[src/rtl/digit_scan_mux_if.sv]
// Bundle between the packed-BCD source and the 7-segment scan driver.
// The blink request lane exists only when DIGIT_BLINK_EN is defined.
interface digit_scan_mux_if #(
    parameter int NUM_DIGITS = 3
);
    localparam int IDX_W = (NUM_DIGITS > 1) ? $clog2(NUM_DIGITS) : 1;

    logic                    en;
    logic                    lzb;
    logic [4*NUM_DIGITS-1:0] bcd;
    logic [NUM_DIGITS-1:0]   dp;
`ifdef DIGIT_BLINK_EN
    logic [NUM_DIGITS-1:0]   blink;
`endif
    logic [7:0]              segsig;
    logic [NUM_DIGITS-1:0]   bitsig;
    logic [IDX_W-1:0]        digit_idx;

`ifdef DIGIT_BLINK_EN
    modport master (output en, lzb, bcd, dp, blink, input segsig, bitsig, digit_idx);
    modport slave  (input en, lzb, bcd, dp, blink, output segsig, bitsig, digit_idx);
`else
    modport master (output en, lzb, bcd, dp, input segsig, bitsig, digit_idx);
    modport slave  (input en, lzb, bcd, dp, output segsig, bitsig, digit_idx);
`endif
endinterface

[src/rtl/digit_scan_mux.sv]
// Time-multiplexed BCD driver for a common-anode 7-segment display (active-low outputs).
// Per-digit blinking is compiled in when DIGIT_BLINK_EN is defined.
module digit_scan_mux #(
    parameter int NUM_DIGITS   = 3,
    parameter int TICK_CYCLES  = 50000
`ifdef DIGIT_BLINK_EN
    ,
    parameter int BLINK_FRAMES = 250
`endif
) (
    input  logic            clk,
    input  logic            reset,
    digit_scan_mux_if.slave bus
);
    localparam int IDX_W = (NUM_DIGITS > 1) ? $clog2(NUM_DIGITS) : 1;
    localparam int CNT_W = $clog2(TICK_CYCLES);
    localparam logic [IDX_W-1:0] LAST_IDX = IDX_W'(NUM_DIGITS - 1);
    localparam logic [CNT_W-1:0] LAST_CNT = CNT_W'(TICK_CYCLES - 1);

    logic [CNT_W-1:0]      tick_cnt;
    logic                  tick;
    logic [IDX_W-1:0]      idx;
    logic [IDX_W-1:0]      idx_next;
    logic                  live;
    logic [7:0]            seg_q;
    logic [7:0]            seg_next;
    logic [NUM_DIGITS-1:0] bit_q;
    logic [NUM_DIGITS-1:0] bit_next;
    logic [3:0]            digit_val;
    logic                  dp_bit;
    logic                  higher_nz;
    logic                  lz_blank;
    logic [6:0]            glyph;
    logic                  blink_off;

    function automatic logic [6:0] decode(input logic [3:0] v);
        case (v)
            4'd0:    return 7'h40;
            4'd1:    return 7'h79;
            4'd2:    return 7'h24;
            4'd3:    return 7'h30;
            4'd4:    return 7'h19;
            4'd5:    return 7'h12;
            4'd6:    return 7'h02;
            4'd7:    return 7'h78;
            4'd8:    return 7'h00;
            4'd9:    return 7'h10;
            default: return 7'h7F;
        endcase
    endfunction

    // live stays low until the first tick, so that tick selects digit 0 instead of advancing
    always_comb begin
        tick = (tick_cnt == LAST_CNT);
        if (!live || idx == LAST_IDX)
            idx_next = '0;
        else
            idx_next = idx + 1'b1;
    end

`ifdef DIGIT_BLINK_EN
    localparam int FR_W = (BLINK_FRAMES > 1) ? $clog2(BLINK_FRAMES) : 1;
    localparam logic [FR_W-1:0] LAST_FRAME = FR_W'(BLINK_FRAMES - 1);

    logic [FR_W-1:0] frame_cnt;
    logic [FR_W-1:0] frame_next;
    logic            phase_on;
    logic            phase_next;
    logic            blink_bit;

    // A frame ends when the scan wraps from the last digit back to digit 0
    always_comb begin
        frame_next = frame_cnt;
        phase_next = phase_on;
        if (tick && live && idx == LAST_IDX) begin
            if (frame_cnt == LAST_FRAME) begin
                frame_next = '0;
                phase_next = ~phase_on;
            end else begin
                frame_next = frame_cnt + 1'b1;
            end
        end
    end

    always_ff @(posedge clk or posedge reset) begin
        if (reset) begin
            frame_cnt <= '0;
            phase_on  <= 1'b1;
        end else if (!bus.en) begin
            frame_cnt <= '0;
            phase_on  <= 1'b1;
        end else begin
            frame_cnt <= frame_next;
            phase_on  <= phase_next;
        end
    end

    always_comb begin
        blink_bit = 1'b0;
        for (int i = 0; i < NUM_DIGITS; i++) begin
            if (IDX_W'(i) == idx_next)
                blink_bit = bus.blink[i];
        end
    end

    // Uses the phase of the frame being entered so digit 0 of a new frame is already correct
    assign blink_off = !phase_next && blink_bit;
`else
    assign blink_off = 1'b0;
`endif

    // A digit counts as a leading zero only if it and every digit above it hold code 0
    always_comb begin
        digit_val = 4'h0;
        dp_bit    = 1'b0;
        higher_nz = 1'b0;
        bit_next  = '1;
        for (int i = 0; i < NUM_DIGITS; i++) begin
            if (IDX_W'(i) == idx_next) begin
                digit_val   = bus.bcd[4*i +: 4];
                dp_bit      = bus.dp[i];
                bit_next[i] = 1'b0;
            end
            if (IDX_W'(i) >= idx_next && bus.bcd[4*i +: 4] != 4'h0)
                higher_nz = 1'b1;
        end
        lz_blank = bus.lzb && (idx_next != '0) && !higher_nz;
        glyph    = lz_blank ? 7'h7F : decode(digit_val);
        seg_next = blink_off ? 8'hFF : {~dp_bit, glyph};
    end

    always_ff @(posedge clk or posedge reset) begin
        if (reset) begin
            tick_cnt <= '0;
            idx      <= '0;
            live     <= 1'b0;
            seg_q    <= 8'hFF;
            bit_q    <= '1;
        end else if (!bus.en) begin
            tick_cnt <= '0;
            idx      <= '0;
            live     <= 1'b0;
            seg_q    <= 8'hFF;
            bit_q    <= '1;
        end else if (tick) begin
            tick_cnt <= '0;
            idx      <= idx_next;
            live     <= 1'b1;
            seg_q    <= seg_next;
            bit_q    <= bit_next;
        end else begin
            tick_cnt <= tick_cnt + 1'b1;
        end
    end

    assign bus.segsig    = seg_q;
    assign bus.bitsig    = bit_q;
    assign bus.digit_idx = idx;
endmodule

[src/flat_wrapper.sv]
// flat-port wrapper written by rule: the top's interface ports become plain ports
module digit_scan_mux_flat 
#(
    parameter int NUM_DIGITS   = 3,
    parameter int TICK_CYCLES  = 50000

)
  (clk, reset, bus_en, bus_lzb, bus_bcd, bus_dp, bus_segsig, bus_bitsig, bus_digit_idx);
  digit_scan_mux_if #(.NUM_DIGITS(NUM_DIGITS)) bus_i ();
  input  logic clk;
  input  logic reset;
  input wire logic [$bits(bus_i.en)-1:0] bus_en;
  input wire logic [$bits(bus_i.lzb)-1:0] bus_lzb;
  input wire logic [$bits(bus_i.bcd)-1:0] bus_bcd;
  input wire logic [$bits(bus_i.dp)-1:0] bus_dp;
  output wire logic [$bits(bus_i.segsig)-1:0] bus_segsig;
  output wire logic [$bits(bus_i.bitsig)-1:0] bus_bitsig;
  output wire logic [$bits(bus_i.digit_idx)-1:0] bus_digit_idx;
  assign bus_i.en = bus_en;
  assign bus_i.lzb = bus_lzb;
  assign bus_i.bcd = bus_bcd;
  assign bus_i.dp = bus_dp;
  assign bus_segsig = bus_i.segsig;
  assign bus_bitsig = bus_i.bitsig;
  assign bus_digit_idx = bus_i.digit_idx;
  digit_scan_mux #(.NUM_DIGITS(NUM_DIGITS), .TICK_CYCLES(TICK_CYCLES)) u_core (.clk(clk), .reset(reset), .bus(bus_i));
endmodule
[config.mk]
export PLATFORM = sky130hd
export DESIGN_NAME = digit_scan_mux_flat
export DESIGN_NICKNAME = d
export VERILOG_FILES = /design/src/rtl/digit_scan_mux_if.sv /design/src/rtl/digit_scan_mux.sv /design/src/flat_wrapper.sv
export SDC_FILE = /design/constraint.sdc
export NUM_CORES = 1
export LEC_CHECK = 0
export BUFFER_PORTS_ARGS = -buffer_cell sky130_fd_sc_hd__buf_2
export CAP_MARGIN = 10
export CORE_MARGIN = 8
export CORE_UTILIZATION = 54
export DETAILED_ROUTE_END_ITERATION = 12
export GPL_TIMING_DRIVEN = 0
export PLACE_DENSITY = 0.78
export SKIP_LAST_GASP = 1
export SLEW_MARGIN = 20
export SYNTH_ARGS = -nofsm -noshare
export SYNTH_HDL_FRONTEND = slang
export SYNTH_SLANG_ARGS = --single-unit
[constraint.sdc]
create_clock -name clk -period 3.4 [get_ports clk]
set_input_delay 0.17 -clock clk [delete_from_list [all_inputs] [get_ports clk]]
set_output_delay 0.17 -clock clk [all_outputs]
set_load 0.005 [all_outputs]
==> results of run 1 <==
==> final timing paths <==
| path | from | end |
|---|---|---|
| worst max-delay path | u_core.bus.digit_idx[0] | u_core.bus.segsig[3] |
| worst min-delay path | bus_dp[1] | u_core.bus.segsig[7] |
| worst max register to register | u_core.bus.digit_idx[0] | u_core.bus.segsig[3] |
| worst min register to register | u_core.tick_cnt[0] | u_core.tick_cnt[0] |
| max in group asynchronous | reset | u_core.tick_cnt[10] |
| min in group asynchronous | reset | u_core.bus.digit_idx[0] |
==> critical path, cell delays in order, from the launching register on <==
cell	delay (ps)
sky130_fd_sc_hd__dfrtp_1	470
sky130_fd_sc_hd__clkbuf_1	410
sky130_fd_sc_hd__inv_1	180
sky130_fd_sc_hd__ha_1	370
sky130_fd_sc_hd__clkbuf_1	220
sky130_fd_sc_hd__a22o_1	300
sky130_fd_sc_hd__a222oi_1	440
sky130_fd_sc_hd__inv_1	90
sky130_fd_sc_hd__ha_1	330
sky130_fd_sc_hd__a2bb2oi_1	150
sky130_fd_sc_hd__o22ai_1	160
==> state kept, by name, summed over array words and instances, names as in the netlist <==
name / cells
u_core.bus.bitsig: 3
u_core.bus.digit_idx: 2
u_core.bus.segsig: 8
u_core.live: 1
u_core.tick_cnt: 16
==> stage by stage <==
| stage | hold WS, ps | setup WS (ps) | TNS [ps] | power, uW | util |
|---|---|---|---|---|---|
| final | 151 | 183 | 0 | 651 | 0.661 |
| after global routing | 172 | -15.2 | -15.2 | 681 | 0.661 |
| after CTS | 127 | 75.0 | 0 | 655 | 0.646 |
| after detailed placement | 476 | -69.6 | -131 | 428 | 0.623 |
| after global placement | 473 | 189 | 0 | 425 | 0.623 |
| after floorplan | 253 | 729 | 0 | 405 | - |
==> cell type report <==
type | instances | area [um2] | area share
tap | 33 | 41.3 | 0.0208
inverter | 4 | 15.0 | 0.00756
timing repair buffer | 35 | 188 | 0.0945
multi-input combinational | 135 | 866 | 0.436
buffer | 6 | 47.5 | 0.0239
clock buffer | 6 | 51.3 | 0.0258
sequential | 30 | 764 | 0.385
clock inverter | 2 | 12.5 | 0.00630
==> per-layer routing <==
layer | vias up | wire, um | global-route usage | part of all wire
met3 | 6 | 210 | 0.0502 | 0.052
li1 | 725 | - | - | -
met4 | 0 | 55 | 0.0748 | 0.014
met5 | - | 0 | 0 | 0
met2 | 33 | 2070 | 0.280 | 0.51
met1 | 716 | 1710 | 0.192 | 0.42
==> cells by family (layout without fill, tap and decap cells) <==
group,count (synthesis),after routing,share of synthesized area
XOR/XNOR,15,15,0.0785
AO/OA/AOI/OAI,39,39,0.161
flip-flops,30,30,0.457
adder cells (fa/ha/maj),3,3,0.0224
buffers and inverters,10,53,0.0374
AND/OR/NAND/NOR,78,78,0.244
==> power by group <==
part           internal, uW  leakage, uW  switching [uW]
Clock                  99.3    0.0000343             126
Sequential              360     0.000379            2.66
Combinational          28.4     0.000417            34.1
Total                   488     0.000830             163
==> cell usage in the layout (no fill, tap or decap), types with 3 or more instances in the layout <==
master and n:
sky130_fd_sc_hd__o22ai_1 4, sky130_fd_sc_hd__buf_2 32, sky130_fd_sc_hd__clkbuf_1 3, sky130_fd_sc_hd__nand3_1 11, sky130_fd_sc_hd__inv_1 3, sky130_fd_sc_hd__nand2b_1 3, sky130_fd_sc_hd__or4_1 3, sky130_fd_sc_hd__xor2_1 8
sky130_fd_sc_hd__a222oi_1 3, sky130_fd_sc_hd__nand4_1 3, sky130_fd_sc_hd__clkbuf_4 5, sky130_fd_sc_hd__nand2_1 13, sky130_fd_sc_hd__dfrtp_1 19, sky130_fd_sc_hd__buf_4 3, sky130_fd_sc_hd__a22oi_1 4, sky130_fd_sc_hd__xnor2_1 7
sky130_fd_sc_hd__ha_1 3, sky130_fd_sc_hd__a21oi_1 8, sky130_fd_sc_hd__nor3_1 3, sky130_fd_sc_hd__dfstp_2 11, sky130_fd_sc_hd__nor2_1 28, sky130_fd_sc_hd__a22o_1 3, sky130_fd_sc_hd__o21ai_0 7
==> repair_timing <==
action / CTS / global route
hold buffers: 0 / 1
endpoints found under the hold margin: 0 / 19
gates resized for setup: 1 / 2
endpoints found under the setup margin: 7 / 5
buffers inserted: 0 / 3
pin swaps: 0 / 1
==> summary by stage, run 1 <==
Logic synthesis
In the synthesized netlist the async set-or-reset flop fraction comes to 1.00. The Yosys step of the flow raised 0 warnings. The cell count after synthesis came out at 175. Synthesis instantiated 41 different standard cells from the library. The share of synthesized area in the top cell type comes to 0.284.

Of the synthesized area, sequential elements account for 0.457. Dividing the synthesized area by the synthesized cell count gives 9.56 um2. By count the netlist is led by 28 x sky130_fd_sc_hd__nor2_1, 19 x sky130_fd_sc_hd__dfrtp_1, 13 x sky130_fd_sc_hd__nand2_1, 11 x sky130_fd_sc_hd__dfstp_2, 11 x sky130_fd_sc_hd__nand3_1. The cell area after technology mapping is 1670 um2. The most used flip-flop cell after synthesis is sky130_fd_sc_hd__dfrtp_1. The top cell type by total area after synthesis is sky130_fd_sc_hd__dfrtp_1. After synthesis the netlist holds a flip-flop and latch count of 30. In the post-synthesis netlist, the cell with the most instances is sky130_fd_sc_hd__nor2_1. Sorting the synthesized cells by area gives the leading types as sky130_fd_sc_hd__dfrtp_1 28%, sky130_fd_sc_hd__dfstp_2 17%, sky130_fd_sc_hd__nor2_1 6.3%, sky130_fd_sc_hd__xor2_1 4.2%, sky130_fd_sc_hd__xnor2_1 3.7%. The synthesized design contains 0 enable-type register cells. The net count after synthesis is 197.

Global routing
The number of global-route vias before repair came to 1511. The first-pass GRT wire length is 6820 um. The initial antenna violation count is 0. Across every metal layer, demand over resource in global routing totals 0.167. Global routing finished with a remaining overflow of 0. Entering global routing, the biggest net connects 31 pins.

Min path
The count of cells along the worst hold path is 4. In this run the worst hold path is classified as input pin to flop.

Clocking
The clock transition time at the flip-flop clock pins of the worst setup and hold paths is 100 ps. The maximum clock insertion buffer count is 2. CTS built an H-tree with a depth of 2. The number of buffers inserted during clock tree synthesis is 5.

The tree built by TritonCTS fans out to 30 sinks. The later pin in the worst-skew pair is clocked with a latency of 330 ps. The CTS tree is yes.

CTS placed an instance of sky130_fd_sc_hd__clkbuf_4 at the clock tree root.

Setup path
The register-to-register path setup slack is 180 ps. The worst setup path is launched from a flop. At the worst endpoint, the required time is 3650 ps. STA puts the critical path data arrival time at 3470 ps. The cell depth of the worst flop-to-flop path is 10. The worst setup path is captured at a flop. The maximum fanout along the worst path is 10.

The classification of the worst setup path is flop to flop.

STA
At the pin with the least slew margin, the transition time is 669 ps. The hold violation count in the final report is 0. Setup violations remaining at the end of the flow were counted as 0. The headroom to the max-slew limit is 0.550. In the finished design, the share of the clock period the worst path needs comes to 0.946. The worst setup skew after layout is 5.97 ps.

The max-slew violation count was 0. The routed design could run at a clock period as short as 3220 ps. Derived from the worst setup path, the maximum achievable clock frequency is 0.311 GHz. Setup repair after global routing could not meet its margin everywhere.

Die
The effective utilization at floorplan is 0.557. The horizontal extent of the die is 71.7 um. The die outline area is 5140 um2.

The number of I/O pins is 32. The placeable core region is 3000 um2. From bottom edge to top edge, the die measures 71.7 um.

In this run the core area contains 20 standard-cell rows.

Cells and area
The repair_antennas step left the layout with diodes totalling 0. After the flow finishes, the layout carries non-filler instances totaling 251. Compared with the post-synthesis result, the final layout area differs by 18.7%. The final net count is 239.

The share of final-layout standard cells stronger than drive strength 1 is 0.280. The layout has 245 filler cells. Once layout is done, the placed cells without fillers occupy 1990 um2.

Detailed routing
The detailed-router iteration count before antenna repair is 5. For this run, design rule violations remaining after detail routing come to 0. Once detail routing completed, the nets flagged for antenna violations numbered 0. The routed layout has 1480 vias. After detailed routing, the number of vias per cell comes to 5.90.

In this run, the number of DRC markers left after iteration 0 of detailed routing was 136. Wires add up to 4050 um. The average routed wire per standard cell is 16.1 um.

Outcome
The run finished with clean final reports.

Placement
Once placement completed, the tool counted placed cells totaling 239. The placer's final routability congestion estimate is 0.942. The total cell area at the placement stage is 1870 um2. The total of buffers placed on input and output ports is 31.

After legalization and detailed placement, the total HPWL measured 2920 um.

Power
In this run the power density over the cells is 328 nW/um2. The worst-case IR drop observed on VDD is 220 uV. The cell leakage power is 0.000830 uW.

Run
Across the run, the number of max-cap violations was 0.
No activity file was read; power rests on OpenSTA's default activity.
==> run 2: changes to the inputs <==
- ABC_AREA: unset -> 1
- GPL_TIMING_DRIVEN: 0 -> unset
- TNS_END_PERCENT: unset -> 50
==> summary by stage, run 2 <==
Logic synthesis
During synthesis, Yosys emitted a total of 0 warnings. Counting every net in the synthesized netlist gives 243. Of all flip-flops after synthesis, the portion carrying an async set or reset was 1.00.

Ranked by total cell area, the synthesized netlist is headed by sky130_fd_sc_hd__dfrtp_1 28%, sky130_fd_sc_hd__dfstp_2 17%, sky130_fd_sc_hd__nand2_1 11%, sky130_fd_sc_hd__nor2_1 6.5%, sky130_fd_sc_hd__inv_1 6.0%. Counting flops and latches in the post-synthesis netlist gives 30. The adder-cell area share of the yosys netlist is 0.0224. The count of flip-flops with a built-in enable after synthesis is 0. Counting every instance in the synthesized netlist gives 221. Averaged over all synthesized cells, the footprint is 7.60 um2. Of the total synthesized cell area, the portion taken by AND, OR, NAND and NOR gates is 0.332. Of the total synthesized cell area, the portion taken by XOR and XNOR cells is 0.00522.

The sequential fraction of the synthesis area is 0.455. The biggest area contributor in the post-synthesis netlist is sky130_fd_sc_hd__dfrtp_1. The library cell with the highest instance count after synthesis is sky130_fd_sc_hd__nand2_1. The portion of synthesized area spent on multiplexers is 0.

Summing every instance area after synthesis gives 1680 um2. By count the netlist is led by 50 x sky130_fd_sc_hd__nand2_1, 29 x sky130_fd_sc_hd__nor2_1, 27 x sky130_fd_sc_hd__inv_1, 20 x sky130_fd_sc_hd__a21oi_1, 19 x sky130_fd_sc_hd__dfrtp_1. The combinational family with the most area after synthesis is simple AND/OR/NAND/NOR gates. The compound-cell area share of the yosys netlist is 0.115. The share of synthesized area in the top cell type comes to 0.283.

The count of unique library cells instantiated by Yosys is 24. The dominant synthesized flop cell is sky130_fd_sc_hd__dfrtp_1.

Cells and area
In the final layout, the share of cells above drive strength 1 is 0.268. After the last flow step, the layout net total stands at 282. The antenna diode count is 0. The most common cell after layout, fill and taps aside is sky130_fd_sc_hd__nand2_1. Summing all non-filler instances in the final layout gives an area of 1970 um2.

The filler cells instantiated in the layout total 267. Leaving out fill and tap cells, the most frequent cells in the layout are 50 x sky130_fd_sc_hd__nand2_1, 31 x sky130_fd_sc_hd__buf_2, 29 x sky130_fd_sc_hd__nor2_1. Relative to the synthesized area, the layout overhead comes to 17.4%. The flip-flop and latch area is 764 um2. More flip-flops sit in one register than any other, and that register is u_core.tick_cnt. The combined area of the multi-input logic cells is 796 um2. The register with the most flip-flops in the layout has 16 of them.

Global routing
The global routing usage summed across all routing layers is 0.165. The initial antenna violation count came to 0. The number of global-route vias before repair is 1574.

The global routing met2 resource utilization is 0.244. The met1 usage is 0.203. The total overflow left after global routing is 0. The maximum number of pins on one net before global-route repair is 17. The layer flagged by global routing as most heavily used is met2. The first global-routing pass estimated 6730 um of wire. The met3 demand-to-capacity share in global routing is 0.0558.

Clocking
Clock tree synthesis found a total of 30 sinks. Clock tree synthesis inserted a total of 5 buffers. The H-tree was split into 2 levels.

Gates resized during post-CTS repair numbered 0. The worst-skew pair later-pin latency is 340 ps. The clock transition time at the flip-flop clock pins of the worst setup and hold paths is 110 ps. In this run the post-CTS setup repair buffer count came out at 0. The number of hold buffers added after CTS was 2. TritonCTS built the clock tree. The root buffer cell chosen for the clock tree is sky130_fd_sc_hd__clkbuf_4. The clock passes through at most 2 buffers.

Power
The share of total power dissipated in combinational logic is 0.080. Of the total power, registers draw 0.515. The cell leakage power is 0.000932 uW. The largest vdd supply drop is 194 uV.

The power per unit of standard cell area is 357 nW/um2. The fraction of power spent switching nets is 0.243. The internal power of the cells totals 533 uW. For this design the total switching power over the nets is 171 uW. After layout, the design draws a total of 704 uW. Of the total power, the clock network draws 0.406.

Detailed routing
Using the TritonRoute via totals, the vias-per-cell ratio works out to 5.26. The detailed-route via count is 1546. The remaining antenna violation count is 0.

The first TritonRoute pass finished after 4 iterations. The count of unresolved DRC violations after routing is 0. The routed wire length is 3790 um. In this run, the number of DRC markers left after iteration 0 of detailed routing was 100. The average routed wire per standard cell is 12.9 um.

Run
The reported max-cap violation count is 0.

Die
The initial utilization of the core area, before any placement, comes to 0.559. The total area inside the core boundary comes to 3000 um2. The die covers 5150 um2.

The y dimension of the die is 71.8 um. The standard-cell row count is 20. The number of I/O pins is 32. The horizontal extent of the die is 71.8 um.

Setup path
The end of the worst register-to-register path is u_core.bus.segsig[3]. At the worst endpoint, the required time is 3680 ps. The worst setup path startpoint is u_core.bus.digit_idx[0].

The endpoint type of the worst setup path is a flop. The endpoint of the worst setup timing path is u_core.bus.segsig[3]. Measured in cells, the most critical reg-to-reg path has a length of 14. The kind of start point of the critical path is a flop.

The launch point of the worst reg-to-reg path is u_core.bus.digit_idx[0]. At the worst endpoint, the arrival time is 2620 ps. The classification of the worst setup path is flop to flop.

The maximum fanout along the worst path is 6. Setup slack on the worst reg-to-reg path comes out at 1060 ps.

STA
Setup repair after global routing left no endpoint under its margin. The hold violation count in the final report was 0. Between clock sinks in the finished design, the worst skew comes to 10.9 ps.

At the pin with the least slew margin, the transition time is 601 ps. The final hold slack is 141 ps. The highest achievable clock rate is 0.427 GHz. The final critical delay including setup and external delays is 2340 ps.

The count of final setup violators is 0. Setup slack closes at 1060 ps. Measured against its own limit, the worst slew margin works out to 0.599.

Summed over all failing endpoints, the final setup total negative slack is 0 ps. Dividing the final minimum period by the clock period gives 0.689. The max-slew violation count is 0.

Placement
Routability-driven placement finished with a final weighted congestion of 0.885. The total cell area at the placement stage is 1870 um2. The total of buffers placed on input and output ports is 31.

The HPWL after detailed placement is 2870 um. OpenSTA, run right after detailed placement, puts the worst setup slack at 1130 ps.

Outcome
The flow ran to the end, and the final reports show no timing, DRC or antenna violations.

Min path
The path class of the tightest hold or removal check is input pin to flop.
[run 2: how the worst min path moves through the flow]
stage / start / to / slack, ps / cells past startpoint
floorplan: bus_dp[0] / u_core.bus.segsig[7] / 230 / 1
global placement: reset / u_core.tick_cnt[1] / 270 / 2
detailed placement: reset / u_core.tick_cnt[1] / 270 / 2
CTS: bus_en / u_core.live / 140 / 3
global route: bus_en / u_core.live / 130 / 3
finish: bus_en / u_core.live / 140 / 3
[run 2: power by group through the flow]
stage / combinational, uW / clock [uW] / sequential, uW
3_3_place_gp: 53.4 / 0 / 368
4_1_cts: 56.3 / 289 / 362
5_1_grt: 64.9 / 304 / 363
2_1_floorplan: 34.5 / 0 / 368
3_5_place_dp: 53.6 / 0 / 369
6_report: 56.0 / 286 / 362
[run 2: worst max-delay path: stages (launching register included)]
cell,delay [ps]
sky130_fd_sc_hd__dfrtp_1,430
sky130_fd_sc_hd__inv_2,100
sky130_fd_sc_hd__ha_1,360
sky130_fd_sc_hd__inv_2,100
sky130_fd_sc_hd__nand3_2,130
sky130_fd_sc_hd__nand3_1,120
sky130_fd_sc_hd__nand2_1,90
sky130_fd_sc_hd__nor2_4,150
sky130_fd_sc_hd__inv_1,90
sky130_fd_sc_hd__ha_1,330
sky130_fd_sc_hd__inv_1,70
sky130_fd_sc_hd__nand2_1,70
sky130_fd_sc_hd__nand2_1,80
sky130_fd_sc_hd__nand2_1,50
sky130_fd_sc_hd__a21oi_1,130
[run 2: layout make-up]
| cell class | instances | share of cell area |
|---|---|---|
| clock inverter | 3 | 0.0203 |
| tap | 33 | 0.0210 |
| timing repair buffer | 34 | 0.0927 |
| clock buffer | 5 | 0.0190 |
| multi-input combinational | 160 | 0.404 |
| inverter | 29 | 0.0552 |
| sequential | 30 | 0.388 |
[run 2: routing by layer]
| metal | share of wire | up-vias |
|---|---|---|
| met5 | 0 | - |
| met4 | 0.029 | 0 |
| met3 | 0.061 | 10 |
| met2 | 0.42 | 52 |
| met1 | 0.49 | 691 |
| li1 | - | 793 |
[run 2: stage by stage]
| stage | utilization | instances |
|---|---|---|
| after floorplan | - | 221 |
| after global placement | 0.624 | 284 |
| after detailed placement | 0.624 | 284 |
| after CTS | 0.656 | 294 |
| after global routing | 0.656 | 294 |
| final | 0.656 | 294 |
[run 2: cell families (layout without fill, tap and decap cells)]
group	after synthesis	after routing
flip-flops	30	30
XOR/XNOR	1	1
AND/OR/NAND/NOR	121	121
adder cells (fa/ha/maj)	3	3
AO/OA/AOI/OAI	35	35
buffers and inverters	31	71
==> run 3: changes to the inputs <==
- CORE_UTILIZATION: 54 -> 49
- PLACE_DENSITY: 0.78 -> 0.75
- clock period: 3.4 -> 2 ns (I/O delays scaled with it)
==> summary by stage, run 3 (synthesis results as in run 2) <==
STA
Clock skew on the completed layout was measured at 8.73 ps. The max-slew violation count was 0. The hold violation count in the final report is 0. Setup violations remaining at the end of the flow were counted as 0. The clock period could shrink to 1860 ps.

Headroom to the max-slew limit came out at 0.489. The highest achievable clock rate is 0.538 GHz. The slew at the pin closest to its max-slew limit is 766 ps.

The post-route clock period utilization is 0.930. The final hold slack is 109 ps. Adding up every negative setup slack in the final design gives 0 ps.

Cells and area
The repair_antennas step left the layout with diodes totalling 0. Counting the fill cells in the layout gives 325. The most common cell after layout, fill and taps aside is sky130_fd_sc_hd__nand2_1. In the layout the commonest cells are 50 x sky130_fd_sc_hd__nand2_1, 31 x sky130_fd_sc_hd__buf_2, 29 x sky130_fd_sc_hd__nor2_1. The final net count is 289. The area growth from synthesis to layout is 23.4%. The register with the most flip-flops in the layout has 16 of them.

Of the cells placed in the final design, the portion with a size suffix greater than 1 is 0.295. More flip-flops sit in one register than any other, and that register is u_core.tick_cnt. Excluding fillers, the count of instances in the completed layout stands at 314.

Min path
The class of the tightest hold or removal check is input pin to flop.

Die
The number of I/O pins is 32. The die is 74.5 um tall. Measured along the x axis, the die boundary spans 74.5 um. For this configuration, the core starts out at a cell density of 0.507.

The floorplan has 21 rows. The placeable core region is 3310 um2. The die covers 5560 um2.

Setup path
The maximum cell stage delay along the critical path is 390 ps. The critical path goes through inv_2 -> ha_4 -> inv_2 -> nand3_4 -> nand3_1 -> nand2_1 -> nor2_4 -> inv_1 -> ha_4 -> inv_1 -> nand2_1 -> nand2_1 -> nand2_1 -> a21oi_1. The classification of the worst setup path is flop to flop. The maximum fanout along the worst path is 6. Counting stages on the worst path, the most repeated cell is sky130_fd_sc_hd__nand2_1. The worst endpoint required time is 2250 ps. The kind of start point of the critical path is a flop. STA classifies the critical path endpoint as a flop. At the worst endpoint, the arrival time is 2110 ps. The slowest library cell on the worst path is sky130_fd_sc_hd__dfrtp_1.

Detailed routing
For this block, the initial DRC count from the detailed router was 92. The remaining antenna violation count is 0. The via density per instance is 4.89.

The detailed-route via count is 1536. In the final routed layout, each cell accounts on average for 12.1 um. The count of unresolved DRC violations after routing is 0. For this run, the detailed router's first-pass iteration total came to 5. The routed wire length is 3790 um.

Clocking
The CTS tree is yes. The number of clock sinks is 30. The H-tree depth reported by CTS is 2. The clock transition time at the flip-flop clock pins of the worst setup and hold paths is 90 ps.

The root buffer cell chosen for the clock tree is sky130_fd_sc_hd__clkbuf_4. The number of buffers inserted during clock tree synthesis is 5. In this run the deepest clock path goes through 2 buffers.

The worst-skew pair later-pin latency is 320 ps.

Global routing
The maximum number of pins on one net before global-route repair is 22. The first-pass GRT wire length is 6440 um. The initial antenna violation count came to 0.

The number of global-route vias before repair is 1487. After global routing the overflow that remains totals 0. For this run, the total global-route usage over all layers was measured as 0.151.

Power
The cell leakage power is 0.000963 uW. The largest vdd supply drop is 256 uV. Power comes to 1090 uW. The power per unit of standard cell area is 527 nW/um2.

Outcome
The run finished with clean final reports.

Placement
The congestion estimate from routability-driven global placement came to 0.904. The total of buffers placed on input and output ports is 31. The placed wire-length estimate after detailed placement is 2950 um. In this run, placement finished with an instance count of 303.

Run
Across the run, the number of max-cap violations was 0.
run 3: cell count changes in the layout (fill, tap and decap cells not counted), sizes merged:
| cell | delta |
|---|---|
| buf | +7 |
| clkbuf | +2 |
| bufinv | -1 |
| clkinv | -1 |
run 3: layer usage:
layer  GRT usage  up-vias  share of wire
li1            -      805              -
met1       0.199      690           0.50
met2       0.219       37           0.44
met3      0.0485        4          0.049
met4      0.0674        0          0.013
met5           0        -              0
run 3: worst paths after layout:
check | from | to | slack, ps | cells past startpoint
setup / recovery | u_core.bus.digit_idx[0] | u_core.bus.segsig[3] | 140 | 14
hold / removal | bus_en | u_core.live | 110 | 3
setup reg to reg | u_core.bus.digit_idx[0] | u_core.bus.segsig[3] | 140 | 14
hold reg to reg | u_core.tick_cnt[0] | u_core.tick_cnt[0] | 480 | 1
max in group asynchronous | reset | u_core.bus.segsig[6] | 870 | 4
min in group asynchronous | reset | u_core.tick_cnt[0] | 440 | 3
run 3: through the flow:
step,setup slack (ps),cell area (um2),util
floorplan,6.27,1690,-
global placement,130,1950,0.588
detailed placement,45.6,1950,0.588
CTS,23.1,2030,0.612
global route,-3.72,2070,0.626
finish,141,2070,0.626
run 3: worst max-delay path: cells and delay by family (launching register included):
kind	cells	cell delay, ps
flip-flops	1	390
AND/OR/NAND/NOR	7	530
buffers and inverters	4	300
adder cells (fa/ha/maj)	2	450
AO/OA/AOI/OAI	1	120
run 3: cell type report:
cell class | count | area (um2) | share of cell area
well taps | 46 | 57.6 | 0.0278
clock inverters | 1 | 5.00 | 0.00242
flip-flops and latches | 30 | 764 | 0.369
inverters | 29 | 109 | 0.0525
clock buffers | 7 | 55.1 | 0.0266
repair buffers | 41 | 235 | 0.114
multi-input cells | 160 | 846 | 0.408
run 3: timing repair:
action / CTS / global route
endpoints found under the setup margin: 0 / 5
hold endpoints to repair: 20 / 0
gates resized for setup: 0 / 5
hold buffers: 2 / 0
buffers inserted: 0 / 1
run 3: report_power, final:
group / total, uW / switching, uW / internal, uW / leakage (uW)
Clock: 374 / 203 / 170 / 0.0000353
Sequential: 616 / 3.48 / 612 / 0.000379
Combinational: 103 / 62.0 / 40.7 / 0.000549
